==> config.mk <==
export PLATFORM = sky130hd
export DESIGN_NAME = imem_loader
export DESIGN_NICKNAME = d
export VERILOG_FILES = /design/src/rtl/imem_loader.sv
export SDC_FILE = /design/constraint.sdc
export NUM_CORES = 1
export LEC_CHECK = 0
export CORE_MARGIN = 2
export CORE_UTILIZATION = 50
export CTS_CLUSTER_SIZE = 28
export DETAILED_ROUTE_END_ITERATION = 12
export PLACE_DENSITY = 0.84
export SLEW_MARGIN = 20
export SYNTH_ARGS = -nofsm -noshare
export SYNTH_HDL_FRONTEND = slang
export SYNTH_SLANG_ARGS = --single-unit
==> constraint.sdc <==
create_clock -name clk -period 3.35 [get_ports clk]
set_input_delay 0.335 -clock clk [delete_from_list [all_inputs] [get_ports clk]]
set_output_delay 0.335 -clock clk [all_outputs]
set_load 0.02 [all_outputs]
==> src/rtl/imem_loader.sv <==
// Boot loader: LEN_LO, LEN_HI, 4*N little-endian payload bytes and an XOR checksum byte.
// The words go into instruction memory, then cpu_reset is released. Optional idle timeout: LOADER_TIMEOUT_EN.
module imem_loader #(
  parameter int unsigned DEPTH_WORDS    = 64,
  parameter logic [31:0] BASE_ADDR      = 32'h0000_0000,
  parameter int unsigned TIMEOUT_CYCLES = 1000
) (
  input  logic        clk,
  input  logic        reset,
  input  logic        byte_valid,
  input  logic [7:0]  byte_data,
  output logic        byte_ready,
  output logic        imem_we,
  output logic [31:0] imem_addr,
  output logic [31:0] imem_wdata,
  output logic        cpu_reset,
  output logic        done,
  output logic        error
);

  typedef enum logic [2:0] {S_LEN0, S_LEN1, S_DATA, S_CSUM, S_DONE, S_ERR} state_e;

  state_e      state_q, state_d;
  logic        imem_we_q, imem_we_d;
  logic [31:0] imem_addr_q, imem_addr_d;
  logic [31:0] imem_wdata_q, imem_wdata_d;
  logic        cpu_reset_q, cpu_reset_d;
  logic        done_q, done_d;
  logic        error_q, error_d;
  logic [15:0] len_q, len_d;
  logic [15:0] idx_q, idx_d;
  logic [1:0]  lane_q, lane_d;
  logic [7:0]  csum_q, csum_d;
  logic [23:0] word_q, word_d;
  logic        xfer;

`ifdef LOADER_TIMEOUT_EN
  logic [31:0] idle_q, idle_d;
`else
  logic unused_timeout;
  assign unused_timeout = |TIMEOUT_CYCLES;
`endif

  // Every state except S_DONE accepts bytes. S_ERR accepts them only to discard them.
  assign byte_ready = (state_q != S_DONE);
  assign xfer       = byte_valid && byte_ready;

  always_comb begin
    state_d      = state_q;
    len_d        = len_q;
    idx_d        = idx_q;
    lane_d       = lane_q;
    csum_d       = csum_q;
    word_d       = word_q;
    imem_we_d    = 1'b0;
    imem_addr_d  = imem_addr_q;
    imem_wdata_d = imem_wdata_q;
    case (state_q)
      S_LEN0: begin
        if (xfer) begin
          len_d[7:0] = byte_data;
          state_d    = S_LEN1;
        end
      end
      S_LEN1: begin
        if (xfer) begin
          len_d[15:8] = byte_data;
          if (32'({byte_data, len_q[7:0]}) > DEPTH_WORDS) state_d = S_ERR;
          else if ({byte_data, len_q[7:0]} == 16'd0)     state_d = S_CSUM;
          else                                            state_d = S_DATA;
        end
      end
      S_DATA: begin
        if (xfer) begin
          csum_d = csum_q ^ byte_data;
          lane_d = lane_q + 2'd1;
          case (lane_q)
            2'd0: word_d[7:0]   = byte_data;
            2'd1: word_d[15:8]  = byte_data;
            2'd2: word_d[23:16] = byte_data;
            default: begin
              imem_we_d    = 1'b1;
              imem_wdata_d = {byte_data, word_q};
              imem_addr_d  = BASE_ADDR + {14'd0, idx_q, 2'b00};
              idx_d        = idx_q + 16'd1;
              if (idx_q == len_q - 16'd1) state_d = S_CSUM;
            end
          endcase
        end
      end
      S_CSUM: begin
        if (xfer) state_d = (byte_data == csum_q) ? S_DONE : S_ERR;
      end
      default: ;
    endcase

`ifdef LOADER_TIMEOUT_EN
    idle_d = 32'd0;
    if ((state_q == S_LEN1 || state_q == S_DATA || state_q == S_CSUM) && !xfer) begin
      if (idle_q == TIMEOUT_CYCLES) state_d = S_ERR;
      else                          idle_d  = idle_q + 32'd1;
    end
`endif

    // The status outputs are registered copies of the next state. They change on the same edge as the FSM.
    done_d      = (state_d == S_DONE);
    error_d     = (state_d == S_ERR);
    cpu_reset_d = (state_d != S_DONE);
  end

  always_ff @(posedge clk) begin
    if (reset) begin
      state_q      <= S_LEN0;
      imem_we_q    <= 1'b0;
      imem_addr_q  <= BASE_ADDR;
      imem_wdata_q <= 32'd0;
      cpu_reset_q  <= 1'b1;
      done_q       <= 1'b0;
      error_q      <= 1'b0;
      len_q        <= 16'd0;
      idx_q        <= 16'd0;
      lane_q       <= 2'd0;
      csum_q       <= 8'd0;
      word_q       <= 24'd0;
`ifdef LOADER_TIMEOUT_EN
      idle_q       <= 32'd0;
`endif
    end else begin
      state_q      <= state_d;
      imem_we_q    <= imem_we_d;
      imem_addr_q  <= imem_addr_d;
      imem_wdata_q <= imem_wdata_d;
      cpu_reset_q  <= cpu_reset_d;
      done_q       <= done_d;
      error_q      <= error_d;
      len_q        <= len_d;
      idx_q        <= idx_d;
      lane_q       <= lane_d;
      csum_q       <= csum_d;
      word_q       <= word_d;
`ifdef LOADER_TIMEOUT_EN
      idle_q       <= idle_d;
`endif
    end
  end

  assign imem_we    = imem_we_q;
  assign imem_addr  = imem_addr_q;
  assign imem_wdata = imem_wdata_q;
  assign cpu_reset  = cpu_reset_q;
  assign done       = done_q;
  assign error      = error_q;

endmodule

==> flow_summary.yaml <==
yosys:
  syn_area_sq_um: 5310
  synth.avg_cell_area_sq_um: 7.87
  synth_compound_area_frac: 0.113
  synth_top_family_by_area: "simple AND/OR/NAND/NOR gates"
  muxShareOfSynthArea: 0.00401
  yosys-top-cells-area: "dfxtp_1 46%, nand2_1 13%, a21oi_1 9.1%"
  syn_inst: 674
  yosysTopAreaCellShare: 0.456
  ys_ff_latch: 121
  ys_seq_area_frac: 0.456
  synth.most_common_cell: "nand2_1"
  synth_fa_ha_area_frac: 0.0141
  synth-xor-area-share: 0.0809
  synth_edf_count: 0
  synthSimpleGateAreaFrac: 0.261
  yosysWarnings: 0
  async_reset_ff_frac: 0
  synth_cell_types: 51
  synthFlopType: "dfxtp_1"
  synth_commonest_cells: "177 x nand2_1, 121 x dfxtp_1, 97 x a21oi_1"
  synth_area_leader_cell: "dfxtp_1"
floorplan:
  die_h_microns: 107
  rows: 37
  die-width_microns: 107
  start_util: 0.514
  ios: 80
  core_sq_um: 10300
  dieArea_sq_um: 11500
route:
  vias_per_cell: 5.58
  drcViolationCount: 0
  met3_length_microns: 752
  postRouteAntennaNets: 0
  routed_wl_mm: 13.0
  met1Wirelength_mm: 5.33
  drt-initial-drc-count: 428
  routed-via-count: 4777
  wl_per_cell_microns: 15.2
  routed.top_layer: "met4"
  route.met2.wl_mm: 6.66
  firstDrtPassIters: 5
hold_path:
  hp-class: "in2reg"
  min_to: "csum_q[4]$_SDFFE_PP0P_"
  min_from: "reset"
  whs_path_depth: 2
clock_tree:
  clock_sinks: 121
  cts_resized: 0
  cts_hold_buf: 0
  htree_levels: 4
  cts_tree: "done"
  clk_pin_slew_worst_paths_ns: 0.06
  clock_latency_ns: 0.53
  cts_setup_buffers: 0
  cts_buffers: 17
  root_buffer: "clkbuf_8"
  cts_buffer_depth: 2
final_layout:
  area_delta_synth_final_pct: 22.2
  final_util: 0.628
  regArea_sq_um: 2420
  multi_input_area_sq_um: 2570
  fin_cells: 856
  final_nets: 724
  drive_gt1_frac: 0.0806
  fill_cells: 807
  diodes: 0
placement:
  hpwl_mm: 8.25
  place_congestion: 0.918
  place_inst: 824
  io_buffers: 63
timing:
  max_freq_mhz: 419
  layout_min_cycle_time_ns: 2.39
  worst_slew_pin_slew_ns: 1.02
  whs_ns: 0.442
  hold_viol: 0
  setup_viol: 0
  rsz0062_at_grt: "false"
  totalNegativeSetupSlack_ns: 0
  slew_violations: 0
  relSlewSlack: 0.319
  fin_crit_sh: 0.713
  fin_skew_ns: 0.00611
critical_path:
  criticalPathCategory: "reg2out"
  crit_path_max_fanout: 9
  reg2reg_slack_ns: 1.00
  cp-startpoint: "state_q[2]$_SDFF_PP0_"
  worstPathArrival_ns: 2.05
  reg2reg_depth: 7
  end_kind: "primary output"
  crit_required_ns: 3.01
  timing.rr.start: "len_q[2]$_SDFFE_PP0P_"
  start_kind: "register"
  reg2reg_to: "state_q[0]$_SDFF_PP0_"
pwr:
  powerDensity_nw_per_um2: 553
  cellLeakagePower_uw: 0.00218
  peakVddDrop_v: 0.000328
global_route:
  antenna_found_initial: 0
  grt_overflow: 0
  grt_pass1_vias: 4736
  grt_pass1_wl_mm: 21.7
  grt_usage: 0.238
  grt_max_degree: 106
job:
  cap_violations: 0
status:
  status: "completed"
[cell type report]
type / count / share of cell area
clock buffer: 17 / 0.0639
timing repair buffer: 72 / 0.107
multi-input combinational: 490 / 0.397
tap: 136 / 0.0262
clock inverter: 15 / 0.0291
inverter: 5 / 0.00289
sequential: 121 / 0.374
[layout by cell type (no fill, tap or decap), types with 2 or more instances in the layout]
| cell type | Yosys | layout |
|---|---|---|
| o21ai_0 | 2 | 2 |
| clkdlybuf4s50_1 | 0 | 62 |
| nand3_1 | 34 | 34 |
| nand2_1 | 177 | 177 |
| nor4_1 | 5 | 5 |
| nor2b_1 | 2 | 2 |
| nand4b_1 | 3 | 3 |
| nor4b_1 | 2 | 2 |
| or4b_2 | 2 | 2 |
| or3_1 | 4 | 4 |
| clkinvlp_4 | 0 | 2 |
| xor2_1 | 22 | 22 |
| xnor2_1 | 27 | 27 |
| a31oi_1 | 5 | 5 |
| ha_1 | 6 | 6 |
| nand4_1 | 9 | 9 |
| nor3_1 | 7 | 7 |
| dfxtp_1 | 121 | 121 |
| inv_1 | 5 | 5 |
| clkbuf_16 | 0 | 16 |
| clkinv_4 | 0 | 4 |
| conb_1 | 1 | 16 |
| bufinv_16 | 0 | 3 |
| buf_4 | 17 | 10 |
| or2_2 | 2 | 2 |
| nand3b_1 | 3 | 3 |
| nor2_1 | 41 | 41 |
| a21oi_1 | 97 | 97 |
| inv_6 | 0 | 5 |
[critical path, stage by stage, from the launching register on]
cell and delay (ns):
dfxtp_1 0.45, or3b_2 0.51, clkdlybuf4s50_1 0.56
[stage by stage]
stage | power (uW) | worst slack (ns) | area [sq um]
2_1_floorplan | 1700 | 1.27 | 5360
3_3_place_gp | 1730 | 0.897 | 5880
3_5_place_dp | 1740 | 0.781 | 5880
4_1_cts | 3600 | 0.948 | 6480
5_1_grt | 3690 | 0.809 | 6480
6_report | 3580 | 0.962 | 6480
[layer usage]
layer	up-vias	GRT usage
li1	2274	-
met1	2295	0.273
met2	172	0.413
met3	36	0.0693
met4	0	0.104
met5	-	0
[power breakdown]
group / internal (uW) / leakage [uW] / switching, uW
Clock: 1150 / 0.000290 / 718
Sequential: 1450 / 0.000976 / 25.0
Combinational: 94.6 / 0.000917 / 144
[flip-flops by register name, indices dropped and copies added, names as in the netlist, 2 cells and up]
register	flops
csum_q	8
word_q	24
lane_q	2
imem_wdata	32
imem_addr	16
idx_q	16
len_q	16
state_q	3
[worst max path at each step]
| stage | slack (ns) | endpoint |
|---|---|---|
| after global placement | 0.90 | state_q[0]$_SDFF_PP0_ |
| after floorplan | 1.27 | done$_SDFF_PP0_ |
| after CTS | 0.95 | byte_ready |
| final | 0.96 | byte_ready |
| after detailed placement | 0.78 | state_q[0]$_SDFF_PP0_ |
| after global routing | 0.81 | state_q[0]$_SDFF_PP0_ |
[kinds of logic after synthesis]
logic type      Yosys count
xor+xnor                 49
buf+inv                  78
mux                       2
compound gates          112
other cells               1
fa+ha+maj                 6
flops                   121
simple gates            305
No activity file was read; power rests on OpenSTA's default activity.
